File: src/rtl/seq_pattern_tx.sv
// seq_pattern_tx: serial MSB-first pattern generator for the sequence-detect link.
// Optional HEX_DISPLAY_EN adds registered 7-segment outputs HEX0/HEX3.
module seq_pattern_tx #(
    parameter int                 PAT_LEN  = 8,
    parameter logic [PAT_LEN-1:0] PATTERN  = 8'b11001110,
    parameter int                 TICK_DIV = 8,
    parameter int                 GAP_BITS = 2
) (
    input  logic       CLOCK_50,
    input  logic       RESET,
    input  logic       START,
    input  logic       REPEAT,
    output logic       SER_OUT,
    output logic       SER_VALID,
    output logic       STEP,
    output logic       BUSY,
    output logic       DONE,
    output logic [3:0] BIT_IDX
`ifdef HEX_DISPLAY_EN
    ,
    output logic [6:0] HEX0,
    output logic [6:0] HEX3
`endif
);

    localparam int PW       = $clog2(TICK_DIV);
    localparam int GAP_CLKS = GAP_BITS * TICK_DIV;
    localparam int GW       = (GAP_CLKS > 1) ? $clog2(GAP_CLKS) : 1;

    typedef enum logic [1:0] {
        IDLE,
        SHIFT,
        GAP
    } state_t;

    state_t             state;
    logic [PW-1:0]      presc;
    logic [GW-1:0]      gap_cnt;
    logic [PAT_LEN-1:0] shreg;

    logic wrap;
    logic last;
    logic gap_end;
    logic frame_end;
    logic load;
    logic adv;

    assign wrap      = (presc == PW'(TICK_DIV - 1));
    assign last      = (BIT_IDX == 4'(PAT_LEN - 1));
    assign gap_end   = (gap_cnt == GW'(GAP_CLKS - 1));
    assign frame_end = (state == SHIFT) && wrap && last;
    assign adv       = (state == SHIFT) && wrap && !last;

    // Reload covers a fresh start, the end of a gap, and back-to-back repeat.
    assign load = ((state == IDLE) && START)
               || ((state == GAP) && gap_end)
               || (frame_end && REPEAT && (GAP_BITS == 0));

`ifdef HEX_DISPLAY_EN
    function automatic logic [6:0] seg7(input logic [3:0] d);
        case (d)
            4'd0:    seg7 = 7'b0000001;
            4'd1:    seg7 = 7'b1001111;
            4'd2:    seg7 = 7'b0010010;
            4'd3:    seg7 = 7'b0000110;
            4'd4:    seg7 = 7'b1001100;
            4'd5:    seg7 = 7'b0100100;
            4'd6:    seg7 = 7'b0100000;
            4'd7:    seg7 = 7'b0001111;
            4'd8:    seg7 = 7'b0000000;
            4'd9:    seg7 = 7'b0000100;
            default: seg7 = 7'b1111111;
        endcase
    endfunction
`endif

    always_ff @(posedge CLOCK_50) begin
        if (RESET) begin
            state     <= IDLE;
            presc     <= '0;
            gap_cnt   <= '0;
            shreg     <= '0;
            SER_OUT   <= 1'b0;
            SER_VALID <= 1'b0;
            STEP      <= 1'b0;
            BUSY      <= 1'b0;
            DONE      <= 1'b0;
            BIT_IDX   <= '0;
`ifdef HEX_DISPLAY_EN
            HEX0      <= 7'b1111111;
            HEX3      <= 7'b1111111;
`endif
        end else begin
            STEP <= 1'b0;
            DONE <= 1'b0;
            if (load) begin
                state     <= SHIFT;
                shreg     <= PATTERN;
                presc     <= '0;
                gap_cnt   <= '0;
                BIT_IDX   <= '0;
                SER_OUT   <= PATTERN[PAT_LEN-1];
                SER_VALID <= 1'b1;
                BUSY      <= 1'b1;
                STEP      <= 1'b1;
            end else begin
                unique case (state)
                    IDLE: begin
                        presc <= '0;
                    end
                    SHIFT: begin
                        presc <= wrap ? '0 : presc + 1'b1;
                        if (adv) begin
                            shreg   <= shreg << 1;
                            SER_OUT <= shreg[PAT_LEN-2];
                            BIT_IDX <= BIT_IDX + 4'd1;
                            STEP    <= 1'b1;
                        end else if (frame_end) begin
                            SER_OUT   <= 1'b0;
                            SER_VALID <= 1'b0;
                            BIT_IDX   <= '0;
                            gap_cnt   <= '0;
                            if (REPEAT) begin
                                state <= GAP;
                            end else begin
                                state <= IDLE;
                                BUSY  <= 1'b0;
                                DONE  <= 1'b1;
                            end
                        end
                    end
                    GAP: begin
                        gap_cnt <= gap_cnt + 1'b1;
                    end
                    default: begin
                        state <= IDLE;
                        BUSY  <= 1'b0;
                    end
                endcase
            end
`ifdef HEX_DISPLAY_EN
            if (load) begin
                HEX0 <= seg7({3'b000, PATTERN[PAT_LEN-1]});
                HEX3 <= seg7(4'd0);
            end else if (adv) begin
                HEX0 <= seg7({3'b000, shreg[PAT_LEN-2]});
                HEX3 <= seg7(BIT_IDX + 4'd1);
            end else if (state != SHIFT || frame_end) begin
                HEX0 <= 7'b1111111;
                HEX3 <= 7'b1111111;
            end
`endif
        end
    end

endmodule

File: config.mk
export PLATFORM = sky130hd
export DESIGN_NAME = seq_pattern_tx
export DESIGN_NICKNAME = d
export VERILOG_FILES = /design/src/rtl/seq_pattern_tx.sv
export SDC_FILE = /design/constraint.sdc
export NUM_CORES = 1
export LEC_CHECK = 0
export ABC_AREA = 1
export CAP_MARGIN = 20
export CORE_MARGIN = 10
export CORE_UTILIZATION = 39
export CTS_CLUSTER_SIZE = 25
export DETAILED_ROUTE_END_ITERATION = 8
export PLACE_DENSITY = 0.64
export RECOVER_POWER = 100
export SYNTH_ARGS = -nofsm -noshare
export SYNTH_HDL_FRONTEND = slang
export SYNTH_SLANG_ARGS = --single-unit
File: constraint.sdc
create_clock -name CLOCK_50 -period 1.5 [get_ports CLOCK_50]
set_clock_uncertainty 0.2 [all_clocks]
set_input_delay 0.3 -clock CLOCK_50 [delete_from_list [all_inputs] [get_ports CLOCK_50]]
set_output_delay 0.3 -clock CLOCK_50 [all_outputs]
set_load 0.1 [all_outputs]
==> impl_metrics.py, run 1 <==
metrics = {
    "outcome": {
        "status": "finished, violations left",
        "violations": "negative setup slack",
    },
    "die": {
        "core_sq_um": 2500,
        "ios": 13,
        "rows": 18,
        "start_util_pct": 41.2,
        "die_w_um": 71.4,
        "die_y_um": 71.4,
        "die_area_sq_um": 5100,
    },
    "worst_hold_path": {
        "hp-class": "reg2reg",
    },
    "global_route": {
        "grt_max_degree": 16,
        "grt_pass1_wl_mm": 3.88,
        "grt_pass1_vias": 924,
        "grt.met2_usage_pct": 14.7,
        "grtUsageMet3_pct": 3.44,
        "grt_overflow": 0,
        "grt-busiest-layer": "met2",
        "use_met1_pct": 9.89,
        "antenna_found_initial": 0,
        "grt_usage_pct": 9.18,
    },
    "job": {
        "max_cap_viol_count": 0,
    },
    "cts": {
        "clk_pin_slew_ns": 0.13,
        "cts_tree": "done",
        "cts_inserted_buffers": 3,
        "clkSinkCount": 24,
        "htree_levels": 1,
        "cts_buffer_depth": 2,
        "cts_root_buffer": "clkbuf_4",
        "insertion_delay_ns": 0.32,
        "cts_hold_buf": 0,
    },
    "routing": {
        "avgRoutedWirePerCell_um": 11.7,
        "wirelength_mm": 2.22,
        "drt-initial-drc-count": 28,
        "vias": 940,
        "drc": 0,
        "vias_per_cell": 4.97,
        "ant_nets": 0,
        "firstDrtPassIters": 4,
    },
    "worst_setup_path": {
        "crit_path_end": "BIT_IDX[0]",
        "crit_type": "reg2reg",
        "reg2reg_from": "presc[0]",
        "crit_start": "presc[0]",
        "crit_arrival_ns": 1.57,
        "cp.required_ns": 1.56,
        "r2r_end": "BIT_IDX[0]",
        "crit_buf_inv": 1,
        "max_stage_delay_ns": 0.37,
        "crit_chain": "ha_4, ha_4, inv_2, nor2_4, nand2_4, or2_0, a21oi_1",
        "cp_num_cells": 7,
        "crit_slowest_cell": "dfxtp_2",
        "critPathTopFamily": "simple AND/OR/NAND/NOR gates",
        "ff2ff_setup_slack_ns": -0.01,
        "critPathLaunchType": "flop",
        "end_kind": "flop",
        "cpMostUsedCell": "ha_4",
        "r2r_cells": 7,
        "cp_max_fo": 6,
    },
    "pwr": {
        "p_leak_nw": 0.618,
        "power.total_mw": 1.30,
        "p_per_area_nw_per_um2": 853,
        "vdd_ir_drop_max_mv": 0.930,
    },
    "finish": {
        "num-nets-final": 168,
        "antenna_cells": 0,
        "syn2layout_area_growth_pct": 48.5,
        "finalNonFillerCells": 189,
        "design_area_sq_um": 1530,
        "drive_gt1_share_pct": 41.5,
        "fillCellCount": 213,
    },
    "sta": {
        "tightest_slew_ns": 0.280,
        "period_minus_slack_ns": 1.51,
        "max_freq_ghz": 0.662,
        "rsz0062_at_grt": "yes",
        "slew_viol_final": 0,
        "setup_viol": 3,
        "worst_slack_ns": -0.0105,
        "fin_tns_setup_ns": -0.0194,
        "fin_crit_sh_pct": 101,
        "finalHoldViolCount": 0,
        "relSlewSlack_pct": 81.5,
    },
    "placement": {
        "placed_cells": 180,
        "dpl_cell_area_sq_um": 1400,
        "io_buffers": 12,
        "dp_slack_ns": -0.127,
        "dpl.hpwl_mm": 1.62,
        "gp_congestion": 0.752,
    },
    "yosys": {
        "synth.distinct_cells": 21,
        "synth_area_leaders": "dfxtp_1 (47%), nand2_1 (13%), a21oi_1 (8.7%)",
        "syn-num-nets": 136,
        "ys_seq_area_share_pct": 46.7,
        "synth_area_sq_um": 1030,
        "synth_top_area_share_pct": 46.7,
        "yosys_warnings": 0,
        "synth_seq_cells": 24,
        "syn_inst": 128,
        "avgSynthCellArea_sq_um": 8.04,
        "yosysTopAreaCell": "dfxtp_1",
    },
}
-- through the flow --
stage,hold WS (ns),util [%]
detailed placement,0.253,55.9
global placement,0.248,55.9
CTS,0.271,61.0
floorplan,0.234,-
global route,0.296,61.2
finish,0.272,61.2
-- synthesized netlist by cell type --
cell,n
a31oi_1,4
nand3_1,5
dfxtp_1,24
or2_2,1
inv_1,8
nand2_1,36
nor3_1,1
buf_1,1
nor2_8,1
nor2_4,2
clkbuf_8,1
xor2_1,1
o21ai_0,2
a21oi_1,18
inv_2,3
or2_0,1
nand2_4,3
nor2_1,9
nand4_1,1
nand2_2,2
ha_1,4
-- what timing repair did --
| action | in CTS | in global routing |
|---|---|---|
| resized for setup | 11 | 11 |
| setup endpoints to repair | 22 | 22 |
| pin swaps | 7 | 4 |
| buffers inserted | 4 | 1 |
-- layout by cell type, fill, tap and decap left out --
| cell type | instances |
|---|---|
| nand2_8 | 1 |
| buf_12 | 5 |
| nand3_1 | 5 |
| inv_4 | 1 |
| nor3_2 | 1 |
| or2_0 | 1 |
| buf_4 | 14 |
| a21oi_1 | 13 |
| buf_6 | 7 |
| ha_1 | 1 |
| inv_1 | 5 |
| dfxtp_2 | 3 |
| a21oi_2 | 5 |
| nand2_2 | 5 |
| o21ai_1 | 2 |
| ha_4 | 3 |
| inv_2 | 5 |
| nor2_8 | 1 |
| or2_2 | 1 |
| nor2_2 | 1 |
| a31oi_1 | 4 |
| nor2_4 | 3 |
| xor2_1 | 1 |
| clkdlybuf4s50_1 | 3 |
| dfxtp_1 | 18 |
| nand2_4 | 3 |
| nand2_1 | 32 |
| dfxtp_4 | 3 |
| clkbuf_4 | 3 |
| nand4_1 | 1 |
| bufinv_16 | 1 |
| nor2_1 | 7 |
-- registers in the layout, summed over array words and instances (netlist names) --
name and count:
shreg 6, BIT_IDX 4, BUSY 1, state 2, SER_VALID 1, DONE 1, presc 3, gap_cnt 4
STEP 1, SER_OUT 1
-- report_power, final --
part	switching (mW)	internal [mW]
clock network	0.195	0.270
registers	0.0157	0.654
logic	0.114	0.0545
total	0.325	0.979
-- cell type report --
class,count,area [sq um],area share [%]
multi-input cells,91,586,38.3
clock inverters,1,30.0,1.96
repair buffers,29,314,20.5
well taps,30,37.5,2.45
flip-flops and latches,24,495,32.4
inverters,11,43.8,2.86
clock buffers,3,22.5,1.47
-- how the worst min path moves through the flow --
stage                        start  depth (start not counted)  endpoint  slack [ns]
after floorplan           presc[1]                          2  presc[1]        0.23
after global placement    shreg[4]                          2  shreg[5]        0.25
after detailed placement  shreg[1]                          2  shreg[1]        0.25
after CTS                 shreg[1]                          2  shreg[1]        0.27
after global routing      shreg[3]                          2  shreg[4]        0.30
final                     shreg[4]                          2  shreg[4]        0.27
-- worst min-delay path, delay by kind of cell (launching register included) --
family	cells	cell delay [ns]
flip-flops	1	0.33
AO/OA/AOI/OAI	1	0.05
AND/OR/NAND/NOR	1	0.06
-- cell families after synthesis --
family | after synthesis | share of synthesized area [%]
AOI/OAI and AO/OA | 24 | 12.2
xor gates and xnor gates | 1 | 0.851
adders and majority gates | 4 | 4.86
buffers and inverters | 13 | 5.71
DFF | 24 | 46.7
and+or+nand+nor | 62 | 29.8
-- routing by layer --
| metal | wire length, um | vias to the layer above | share of wire [%] |
|---|---|---|---|
| met5 | 0 | - | 0 |
| li1 | - | 483 | - |
| met1 | 986 | 441 | 44 |
| met3 | 112 | 4 | 5.0 |
| met2 | 1060 | 12 | 48 |
| met4 | 60 | 0 | 2.7 |
Power figures use the tool's default switching activity.
==> run 2: changes to the inputs <==
--- a/config.mk
+++ b/config.mk
@@ -11,7 +11,7 @@
 export CORE_UTILIZATION = 39
 export CTS_CLUSTER_SIZE = 25
 export DETAILED_ROUTE_END_ITERATION = 8
-export PLACE_DENSITY = 0.64
+export PLACE_DENSITY = 0.62
 export RECOVER_POWER = 100
 export SYNTH_ARGS = -nofsm -noshare
 export SYNTH_HDL_FRONTEND = slang
==> constraint.sdc (replaced) <==
create_clock -name CLOCK_50 -period 1.9 [get_ports CLOCK_50]
set_clock_uncertainty 0.2 [all_clocks]
set_input_delay 0.38 -clock CLOCK_50 [delete_from_list [all_inputs] [get_ports CLOCK_50]]
set_output_delay 0.38 -clock CLOCK_50 [all_outputs]
set_load 0.1 [all_outputs]
==> impl_metrics.py, run 2 (synthesis gave the netlist of run 1 again) <==
metrics = {
    "outcome": {
        "status": "completed",
    },
    "sta": {
        "slew_viol_final": 0,
        "fin_tns_setup_ns": 0,
        "period_minus_slack_ns": 1.73,
        "setup_viol": 0,
        "finalHoldViolCount": 0,
        "fin_crit_sh_pct": 90.9,
        "max_freq_ghz": 0.579,
        "relSlewSlack_pct": 63.5,
        "rsz0062_at_grt": "no",
        "tightest_slew_ns": 0.549,
        "worst_slack_ns": 0.173,
    },
    "worst_setup_path": {
        "crit_chain": "ha_1, ha_2, inv_1, nor2_4, nand2_2, inv_2, nand2_1, a31oi_1",
        "crit_slowest_cell": "dfxtp_1",
        "crit_arrival_ns": 1.78,
        "max_stage_delay_ns": 0.38,
        "end_kind": "flop",
        "cp_max_fo": 9,
        "critPathLaunchType": "flop",
        "crit_type": "reg2reg",
        "cp.required_ns": 1.95,
    },
    "finish": {
        "num-nets-final": 153,
        "syn2layout_area_growth_pct": 19.2,
        "layout_common_cells": "nand2_1 (36), dfxtp_1 (23), a21oi_1 (18)",
        "final_common_cell": "nand2_1",
        "largest_reg_flops": 6,
        "drive_gt1_share_pct": 19.4,
        "design_area_sq_um": 1230,
        "utilization_pct": 49.1,
        "largest-register": "shreg",
        "antenna_cells": 0,
        "fillCellCount": 250,
        "reg_top3": "shreg x6, BIT_IDX x4, gap_cnt x4",
    },
    "cts": {
        "cts_buffer_depth": 2,
        "cts_inserted_buffers": 3,
        "clk_pin_slew_ns": 0.13,
        "cts_root_buffer": "clkbuf_4",
        "post_cts_buffers": 0,
        "cts_hold_buf": 0,
        "cts_tree": "done",
        "insertion_delay_ns": 0.31,
        "htree_levels": 1,
        "clkSinkCount": 24,
    },
    "die": {
        "die_area_sq_um": 5100,
        "rows": 18,
        "ios": 13,
        "die_w_um": 71.4,
        "start_util_pct": 41.2,
        "core_sq_um": 2500,
        "die_y_um": 71.4,
    },
    "routing": {
        "firstDrtPassIters": 4,
        "vias_per_cell": 4.98,
        "wirelength_mm": 1.95,
        "drc": 0,
        "drt-initial-drc-count": 41,
        "avgRoutedWirePerCell_um": 11.2,
        "ant_nets": 0,
        "vias": 867,
    },
    "pwr": {
        "p_per_area_nw_per_um2": 744,
        "power.total_mw": 0.913,
        "comb_power_share_pct": 12.3,
        "p_clk_share_pct": 29.6,
        "seqPwrFrac_pct": 58.1,
        "p_leak_nw": 0.525,
        "p_switching_mw": 0.248,
        "vdd_ir_drop_max_mv": 0.520,
        "p_sw_share_pct": 27.1,
        "p_int_mw": 0.665,
    },
    "global_route": {
        "grt_max_degree": 16,
        "grt_pass1_vias": 826,
        "grt_overflow": 0,
        "antenna_found_initial": 0,
        "grt_usage_pct": 8.09,
        "grt_pass1_wl_mm": 3.51,
    },
    "placement": {
        "dpl.hpwl_mm": 1.48,
        "gp_congestion": 0.790,
        "dp_slack_ns": 0.165,
        "io_buffers": 12,
        "dpl_cell_area_sq_um": 1280,
    },
    "job": {
        "max_cap_viol_count": 0,
    },
    "worst_hold_path": {
        "hp-class": "reg2reg",
    },
}
run 2: worst paths after layout:
path | from | endpoint | slack [ns] | cells after the start
min | presc[1] | presc[1] | 0.27 | 2
max | presc[0] | shreg[2] | 0.17 | 8
max reg2reg | presc[0] | shreg[2] | 0.17 | 8
min reg2reg | presc[1] | presc[1] | 0.27 | 2
run 2: layout make-up:
class,instances,area [sq um],area share (%)
inverter,11,41.3,3.36
sequential,24,482,39.2
clock buffer,4,36.3,2.96
multi-input combinational,91,480,39.1
timing repair buffer,14,150,12.2
tap,30,37.5,3.06
run 2: per-layer routing:
metal | share of wire [%] | track usage, % | up-vias
met2 | 46 | 12.9 | 17
li1 | - | - | 446
met5 | 0 | 0 | -
met3 | 5.0 | 3.17 | 5
met4 | 1.6 | 3.23 | 0
met1 | 47 | 9.40 | 399
run 2: metrics by stage:
step                      hold WS (ns)  instances
after floorplan                  0.233        128
after global placement           0.248        170
after detailed placement         0.253        170
after CTS                        0.271        174
after global routing             0.284        174
final                            0.267        174
run 2: what timing repair did:
| action | 4_1_cts | 5_1_grt |
|---|---|---|
| setup endpoints to repair | 0 | 1 |
| resized for setup | 0 | 1 |
| hold endpoints to repair | 0 | 0 |
run 2: worst max-delay path, delay by kind of cell (launching register included):
family	cells	cell delay (ns)
compound gates	1	0.14
fa+ha+maj	2	0.37
buf+inv	2	0.23
flops	1	0.38
simple gates	3	0.33
run 2: power by group through the flow:
| stage | Clock (mW) | Sequential (mW) | Combinational [mW] |
|---|---|---|---|
| 6_report | 0.270 | 0.531 | 0.112 |
| 5_1_grt | 0.293 | 0.533 | 0.119 |
| 4_1_cts | 0.276 | 0.535 | 0.136 |
| 3_5_place_dp | 0 | 0.546 | 0.136 |
| 3_3_place_gp | 0 | 0.546 | 0.134 |
| 2_1_floorplan | 0 | 0.591 | 0.0424 |
